**config.mk**
```make
export PLATFORM = sky130hd
export DESIGN_NAME = pipeline_ctrl
export DESIGN_NICKNAME = d
export VERILOG_FILES = /design/src/rtl/pipeline_ctrl_pkg.sv /design/src/rtl/pipeline_ctrl.sv
export SDC_FILE = /design/constraint.sdc
export NUM_CORES = 1
export LEC_CHECK = 0
export ABC_AREA = 1
export BUFFER_PORTS_ARGS = -buffer_cell sky130_fd_sc_hd__buf_2
export CAP_MARGIN = 25
export CORE_MARGIN = 2
export CORE_UTILIZATION = 43
export CTS_CLUSTER_DIAMETER = 80
export DETAILED_ROUTE_END_ITERATION = 8
export PLACE_DENSITY = 0.81
export REMOVE_ABC_BUFFERS = 1
export SLEW_MARGIN = 20
export SYNTH_ARGS = -nofsm -noshare
export SYNTH_HDL_FRONTEND = slang
export SYNTH_SLANG_ARGS = --single-unit
export TNS_END_PERCENT = 20
```
**constraint.sdc**
```tcl
create_clock -name i_clk -period 1.9 [get_ports i_clk]
set_input_delay 0.095 -clock i_clk [delete_from_list [all_inputs] [get_ports i_clk]]
set_output_delay 0.095 -clock i_clk [all_outputs]
set_load 0.02 [all_outputs]
```
**src/rtl/pipeline_ctrl_pkg.sv**
```systemverilog
// Shared codes for the pipeline hazard/sequencing controller: register-address width,
// PC source selects and controller state encoding.
package pipeline_ctrl_pkg;

    localparam int XADDR = 5;

    localparam logic [1:0] PC_SEL_SEQ  = 2'b00;
    localparam logic [1:0] PC_SEL_BR   = 2'b01;
    localparam logic [1:0] PC_SEL_TRAP = 2'b10;
    localparam logic [1:0] PC_SEL_MRET = 2'b11;

    typedef enum logic [1:0] {
        CTRL_RUN      = 2'b00,
        CTRL_MEM_WAIT = 2'b01,
        CTRL_REDIRECT = 2'b10
    } ctrl_state_e;

    // A source operand depends on rd only if it is actually read and names the same register.
    function automatic logic src_hit(input logic used, input logic [XADDR-1:0] src,
                                     input logic [XADDR-1:0] rd);
        return used & (src == rd);
    endfunction

endpackage

```
**src/rtl/pipeline_ctrl.sv**
```systemverilog
// Hazard and sequencing controller: load-use bubbles, data-memory wait freeze,
// wrong-path squash on branch/trap/mret and PC source selection.
module pipeline_ctrl
    import pipeline_ctrl_pkg::*;
#(
    parameter int MAX_MEM_WAIT = 16
) (
    input  logic             i_clk,
    input  logic             i_rst_n,
    input  logic [XADDR-1:0] i_rs1_addr_id,
    input  logic [XADDR-1:0] i_rs2_addr_id,
    input  logic             i_rs1_used_id,
    input  logic             i_rs2_used_id,
    input  logic [XADDR-1:0] i_rd_addr_ex,
    input  logic             i_ex_is_load,
    input  logic             i_ex_wr_en,
    input  logic             i_branch_taken,
    input  logic             i_mem_req,
    input  logic             i_mem_ack,
    input  logic             i_trap,
    input  logic             i_mret,
    output logic             o_stall_pc,
    output logic             o_stall_ifid,
    output logic             o_stall_idex,
    output logic             o_stall_exmem,
    output logic             o_flush_ifid,
    output logic             o_flush_idex,
    output logic             o_flush_exmem,
    output logic             o_flush_memwb,
    output logic [1:0]       o_pc_sel,
    output logic             o_mem_fault
);

    localparam int              CNT_W    = (MAX_MEM_WAIT > 1) ? $clog2(MAX_MEM_WAIT) : 1;
    localparam logic [CNT_W-1:0] CNT_LAST = CNT_W'(MAX_MEM_WAIT - 1);

    ctrl_state_e      state_r, state_nxt_s;
    logic [CNT_W-1:0] cnt_r, cnt_nxt_s;
    logic             load_use_s;
    logic             stall_pc_s, stall_ifid_s, stall_idex_s, stall_exmem_s;
    logic             flush_ifid_s, flush_idex_s, flush_exmem_s, flush_memwb_s;
    logic [1:0]       pc_sel_s;
    logic             fault_s;

    // Load-use hazard: EX load writing a non-zero rd that the ID instruction reads.
    always_comb begin
        load_use_s = i_ex_is_load & i_ex_wr_en & (i_rd_addr_ex != 5'd0) &
                     (src_hit(i_rs1_used_id, i_rs1_addr_id, i_rd_addr_ex) |
                      src_hit(i_rs2_used_id, i_rs2_addr_id, i_rd_addr_ex));
    end

    // Strobe decode and next-state selection from current state and inputs.
    always_comb begin
        stall_pc_s    = 1'b0;
        stall_ifid_s  = 1'b0;
        stall_idex_s  = 1'b0;
        stall_exmem_s = 1'b0;
        flush_ifid_s  = 1'b0;
        flush_idex_s  = 1'b0;
        flush_exmem_s = 1'b0;
        flush_memwb_s = 1'b0;
        pc_sel_s      = PC_SEL_SEQ;
        fault_s       = 1'b0;
        state_nxt_s   = CTRL_RUN;
        cnt_nxt_s     = cnt_r;
        if (!i_rst_n) begin
            flush_ifid_s  = 1'b1;
            flush_idex_s  = 1'b1;
            flush_exmem_s = 1'b1;
            flush_memwb_s = 1'b1;
            cnt_nxt_s     = {CNT_W{1'b0}};
        end else begin
            case (state_r)
                CTRL_RUN, CTRL_REDIRECT: begin
                    // The fetch already in flight behind a redirect is wrong-path.
                    flush_ifid_s = (state_r == CTRL_REDIRECT);
                    if (i_trap | i_mret) begin
                        flush_ifid_s  = 1'b1;
                        flush_idex_s  = 1'b1;
                        flush_exmem_s = 1'b1;
                        pc_sel_s      = i_trap ? PC_SEL_TRAP : PC_SEL_MRET;
                        state_nxt_s   = CTRL_REDIRECT;
                    end else if (i_mem_req & ~i_mem_ack) begin
                        stall_pc_s    = 1'b1;
                        stall_ifid_s  = 1'b1;
                        stall_idex_s  = 1'b1;
                        stall_exmem_s = 1'b1;
                        flush_memwb_s = 1'b1;
                        cnt_nxt_s     = {CNT_W{1'b0}};
                        state_nxt_s   = CTRL_MEM_WAIT;
                    end else if (i_branch_taken) begin
                        flush_ifid_s  = 1'b1;
                        flush_idex_s  = 1'b1;
                        pc_sel_s      = PC_SEL_BR;
                        state_nxt_s   = CTRL_REDIRECT;
                    end else if (load_use_s & (state_r == CTRL_RUN)) begin
                        stall_pc_s    = 1'b1;
                        stall_ifid_s  = 1'b1;
                        flush_idex_s  = 1'b1;
                        state_nxt_s   = CTRL_RUN;
                    end else begin
                        state_nxt_s   = CTRL_RUN;
                    end
                end
                CTRL_MEM_WAIT: begin
                    if (i_mem_ack) begin
                        state_nxt_s   = CTRL_RUN;
                    end else if (cnt_r == CNT_LAST) begin
                        fault_s       = 1'b1;
                        flush_memwb_s = 1'b1;
                        state_nxt_s   = CTRL_RUN;
                    end else begin
                        stall_pc_s    = 1'b1;
                        stall_ifid_s  = 1'b1;
                        stall_idex_s  = 1'b1;
                        stall_exmem_s = 1'b1;
                        flush_memwb_s = 1'b1;
                        cnt_nxt_s     = cnt_r + 1'b1;
                        state_nxt_s   = CTRL_MEM_WAIT;
                    end
                end
                default: begin
                    state_nxt_s = CTRL_RUN;
                    cnt_nxt_s   = {CNT_W{1'b0}};
                end
            endcase
        end
    end

    // A flush loads a bubble, so it wins over a hold on the same register.
    always_comb begin
        o_stall_pc    = stall_pc_s;
        o_stall_ifid  = stall_ifid_s  & ~flush_ifid_s;
        o_stall_idex  = stall_idex_s  & ~flush_idex_s;
        o_stall_exmem = stall_exmem_s & ~flush_exmem_s;
        o_flush_ifid  = flush_ifid_s;
        o_flush_idex  = flush_idex_s;
        o_flush_exmem = flush_exmem_s;
        o_flush_memwb = flush_memwb_s;
        o_pc_sel      = pc_sel_s;
        o_mem_fault   = fault_s;
    end

    // Controller state and memory-wait counter.
    always_ff @(posedge i_clk) begin
        if (!i_rst_n) begin
            state_r <= CTRL_RUN;
            cnt_r   <= {CNT_W{1'b0}};
        end else begin
            state_r <= state_nxt_s;
            cnt_r   <= cnt_nxt_s;
        end
    end

endmodule

```
==> results.ini, run 1 <==
[route]
dr.pass1.iters = 4
vias = 855
drcViolationCount = 0
post_drt_via_cell_ratio = 4.622
antenna_left = 0
dr.first_iter.drc_count = 19
drt_wl_total_um = 1574
drt-wirelength-per-cell_um = 8.508

[logic_synthesis]
yosysTopAreaCellShare_pct = 23.67
synth-seq-cells = 6
synth_top_cell_by_area = nand2_1
synth.distinct_cells = 21
synth_warnings = 0
syn_avg_cell_area_um2 = 5.205
synth_cells = 131
ys_seq_area_share_pct = 17.61
synth.area.top_cells = nand2_1, dfxtp_1, inv_1
syn_area_um2 = 681.9

[timing]
worst_pin_slew_ns = 0.2608
relSlewSlack_pct = 82.55
drv_slew = 0
layout_setup_ws_ns = 0.2657
period_share_pct = 86.02
holdWs_ns = 0.2167
setup_violations = 0
clock.fmax_mhz = 611.9
min_period_ns = 1.634
rsz0062_at_grt = false
finalHoldViolations = 0
setup-tns-final_ns = 0
skew_ns = 0.001320

[pwr]
total_power_uw = 375.0
power_density_nw_per_um2 = 416.2
p_leak_nw = 0.5746
peakVddDrop_mv = 0.3822

[die]
rows = 14
die-area_um2 = 1920
core_um2 = 1489
die_x_um = 43.82
ios = 37
start_util_pct = 45.80
die_y_um = 43.82

[global_routing]
grt_pass1_wl_um = 2780
grt.total_usage_pct = 18.61
grt_max_degree = 9
grt_pass1_vias = 763
grt_overflow = 0
antenna_found_initial = 0

[worst_setup_path]
crit_required_ns = 1.80
cp_data_arrival_time_ns = 1.54
cp-end-kind = output port
criticalPathCategory = reg2out
worstSetupStartpointType = flip-flop
path_max_fanout = 4

[clocking]
postCtsSetupRepairBufs = 0
cts.htree.levels = 1
cts_tree = built
cts_num_sinks = 6
path_clk_slew_ns = 0.04
post_cts.resized_instances = 0
cts_made_buffers = 3
cts_root_buffer = clkbuf_4
clk_latency_ns = 0.24
ctsHoldBuffers = 0
clk_path_buf_depth = 2

[placement]
io_buffer_count = 36
routabilityCongestion = 0.8055
hpwl_um = 1378
place_ws_ns = 0.3966
placed_area_um2 = 878.3

[finish]
nNetsFinal = 198
postLayoutCellArea_um2 = 900.9
drive_gt1_share_pct = 27.81
n_antenna_cell = 0
area_delta_synth_final_pct = 32.11

[min_path]
hp-class = in2reg

[flow_run]
cap_viol_max_count = 0

[run_status]
status = finished clean

==> Yosys cell counts, drive strengths merged <==
cell type  count
nand2         43
inv           29
nor2          24
nand3          9
dfxtp          6
a21oi          5
nor3           5
o21ai          3
nand4          2
a21o           1
clkbuf         1
ha             1
nor3b          1
or2            1
==> per-stage QoR <==
stage,std cells,util [%]
2_1_floorplan,130,-
3_3_place_gp,182,58.99
3_5_place_dp,182,58.99
4_1_cts,185,60.50
5_1_grt,185,60.50
6_report,185,60.50
==> placed cells by master (no fill, tap or decap), drive strengths merged <==
cell type,instances
a21o,1
a21oi,5
buf,36
clkbuf,3
dfxtp,6
ha,1
inv,29
nand2,43
nand3,9
nand4,2
nor2,24
nor3,5
nor3b,1
o21ai,3
or2,1
==> path summary, 6_finish.rpt <==
path | startpoint | to | slack, ns | depth (start not counted)
worst min register to register | cnt_r[0] | cnt_r[0] | 0.51 | 2
worst max register to register | cnt_r[0] | cnt_r[0] | 0.42 | 7
worst max-delay path | cnt_r[0] | o_stall_ifid | 0.27 | 7
worst min-delay path | i_trap | state_r[1] | 0.22 | 5
==> cell type report <==
class | instances | area, um2
fill | 147 | 588.1
multi-input combinational | 95 | 449.2
timing repair buffer | 36 | 180.2
sequential | 6 | 120.1
inverter | 29 | 108.9
clock buffer | 3 | 22.52
tap | 16 | 20.02
==> kinds of logic after synthesis <==
family	share of synthesized area [%]
compound gates	8.073
fa+ha+maj	1.835
buf+inv	16.51
flops	17.62
simple gates	55.96
==> layer usage <==
layer  track usage, %  wire length (um)  share of wire (%)  up-vias
li1                 -                 -                  -      473
met1            19.90               678                 43      360
met2            35.29               789                 50       20
met3            3.333                86                5.5        2
met4            7.273                19                1.2        0
met5                0                 0                  0        -
==> critical path, stage by stage (launching register included) <==
cell     delay [ns]
dfxtp_1        0.33
ha_1           0.23
nand3_1        0.14
nand3_1        0.16
nand2_1        0.11
nand2_1        0.07
nor2_1         0.09
buf_2          0.17
==> where the power goes <==
part,internal (mW),switching [mW],leakage (nW)
clock network,0.0714,0.0448,0.0138
registers,0.130,0.00340,0.0489
logic,0.0508,0.0743,0.512
total,0.252,0.122,0.575
==> flip-flops by register name (all words and copies together) (netlist names) <==
name / count
cnt_r: 4
state_r: 2
No activity file was read; power rests on OpenSTA's default activity.
==> run 2: changes to the inputs <==
--- a/config.mk
+++ b/config.mk
@@ -8,7 +8,7 @@
 export ABC_AREA = 1
 export BUFFER_PORTS_ARGS = -buffer_cell sky130_fd_sc_hd__buf_2
 export CAP_MARGIN = 25
-export CORE_MARGIN = 2
+export CORE_MARGIN = 8
 export CORE_UTILIZATION = 43
 export CTS_CLUSTER_DIAMETER = 80
 export DETAILED_ROUTE_END_ITERATION = 8
==> results.ini, run 2 (synthesized netlist as in run 1, its figures left out) <==
[placement]
routabilityCongestion = 0.7982  ; was 0.8055
hpwl_um = 1613  ; was 1378 um
placedCellCount = 182  ; unchanged
io_buffer_count = 36  ; unchanged

[route]
dr.first_iter.drc_count = 12  ; was 19
drcViolationCount = 0  ; unchanged
vias = 861  ; was 855
post_drt_via_cell_ratio = 4.654  ; was 4.622
dr.pass1.iters = 6  ; was 4
drt_wl_total_um = 1813  ; was 1574 um
antenna_left = 0  ; unchanged
drt-wirelength-per-cell_um = 9.800  ; was 8.508 um

[timing]
skew_ns = 0.0003227  ; was 0.001320 ns
setup_violations = 0  ; unchanged
drv_slew = 0  ; unchanged
min_period_ns = 1.612  ; was 1.634 ns
worst_pin_slew_ns = 0.2752  ; was 0.2608 ns
rsz0062_at_grt = false  ; unchanged
relSlewSlack_pct = 81.59  ; was 82.55%
finalHoldViolations = 0  ; unchanged
holdWs_ns = 0.2199  ; was 0.2167 ns
period_share_pct = 84.83  ; was 86.02%
clock.fmax_mhz = 620.4  ; was 611.9 MHz
setup-tns-final_ns = 0  ; unchanged

[worst_setup_path]
criticalPathCategory = reg2out  ; unchanged
path_cells = ha_1, nand3_1, nand3_1, nand2_1, nand2_1, nor2_1, buf_2  ; unchanged
worstSetupStartpointType = flip-flop  ; unchanged
path_max_fanout = 4  ; unchanged
max_stage_delay_ns = 0.33  ; about the same
crit_required_ns = 1.80  ; about the same
cp-end-kind = output port  ; unchanged
cp_data_arrival_time_ns = 1.52  ; was 1.54 ns
slowest_stage = dfxtp_1  ; unchanged

[die]
ios = 37  ; unchanged
start_util_pct = 45.80  ; unchanged
die-area_um2 = 3116  ; was 1920 um2
rows = 14  ; unchanged
core_um2 = 1489  ; unchanged
die_x_um = 55.82  ; was 43.82 um
die_y_um = 55.82  ; was 43.82 um

[clocking]
postCtsSetupRepairBufs = 0  ; unchanged
cts_tree = built  ; unchanged
cts_num_sinks = 6  ; unchanged
clk_latency_ns = 0.24  ; about the same
post_cts.resized_instances = 0  ; unchanged
cts_made_buffers = 3  ; unchanged
cts.htree.levels = 1  ; unchanged
clk_path_buf_depth = 2  ; unchanged
ctsHoldBuffers = 0  ; unchanged
cts_root_buffer = clkbuf_4  ; unchanged
path_clk_slew_ns = 0.04  ; about the same

[finish]
n_antenna_cell = 0  ; unchanged
drive_gt1_share_pct = 27.81  ; unchanged
regMostFlops = cnt_r  ; unchanged
top_regs = cnt_r x4, state_r x2  ; unchanged
finalNonFillerCells = 185  ; unchanged
utilization_pct = 60.50  ; unchanged
largest_reg_flops = 4  ; unchanged
layout_common_cells = nand2_1, buf_2, inv_1  ; unchanged
layout_commonest_cell = nand2_1  ; unchanged
area_delta_synth_final_pct = 32.11  ; unchanged
nNetsFinal = 198  ; unchanged

[flow_run]
cap_viol_max_count = 0  ; unchanged

[pwr]
p_clk_share_pct = 30.2  ; was 31.0%
p_switching_uw = 119.3  ; was 122.5 uW
power_density_nw_per_um2 = 412.4  ; was 416.2 nW/um2
p_leak_nw = 0.5746  ; unchanged
total_power_uw = 371.5  ; was 375.0 uW
internal-power_uw = 252.2  ; was 252.5 uW
seq_power_share_pct = 36.0  ; was 35.7%
comb_power_share_pct = 33.8  ; was 33.4%
peakVddDrop_mv = 0.4860  ; was 0.3822 mV
swShare_pct = 32.11  ; was 32.66%

[global_routing]
grt.total_usage_pct = 11.91  ; was 18.61%
grt_pass1_vias = 805  ; was 763
grt_pass1_wl_um = 3215  ; was 2780 um
antenna_found_initial = 0  ; unchanged
grt_max_degree = 9  ; unchanged
grt_overflow = 0  ; unchanged

[run_status]
status = finished clean  ; unchanged

[min_path]
hp-class = in2reg  ; unchanged

run 2: power groups by stage:
| stage | sequential (mW) | clock, mW | combinational (mW) |
|---|---|---|---|
| 5_1_grt | 0.134 | 0.130 | 0.144 |
| 3_3_place_gp | 0.136 | 0 | 0.123 |
| 4_1_cts | 0.134 | 0.119 | 0.127 |
| 2_1_floorplan | 0.135 | 0 | 0.0743 |
| 6_report | 0.134 | 0.112 | 0.126 |
| 3_5_place_dp | 0.136 | 0 | 0.126 |
run 2: path summary, 6_finish.rpt:
path,startpoint,to,slack [ns],cells after the start
worst max-delay path,cnt_r[0],o_stall_ifid,0.29,7
worst min-delay path,i_trap,state_r[1],0.22,5
worst max register to register,cnt_r[0],cnt_r[2],0.45,7
worst min register to register,cnt_r[0],cnt_r[0],0.50,2
run 2: critical path, delay by kind of cell (launching register included):
family	cells	cell delay (ns)
buf+inv	1	0.17
flops	1	0.33
fa+ha+maj	1	0.23
simple gates	5	0.55
run 2: through the flow:
step	area (um2)	setup WS [ns]
after global placement	878.3	0.5083
final	900.9	0.2882
after global routing	900.9	0.1454
after CTS	900.9	0.2759
after detailed placement	878.3	0.4445
after floorplan	678.2	0.5654
run 2: cell type report:
cell class / instances / area (um2)
fillers: 144 / 588.1
repair buffers: 36 / 180.2
clock buffers: 3 / 22.52
flip-flops and latches: 6 / 120.1
well taps: 16 / 20.02
multi-input cells: 95 / 449.2
inverters: 29 / 108.9
run 2: metal layers:
layer	global-route usage, %	up-vias	wire (um)
met5	0	-	0
met4	4.124	0	12
met3	3.425	2	95
met2	22.44	18	966
met1	12.02	365	738
li1	-	476	-
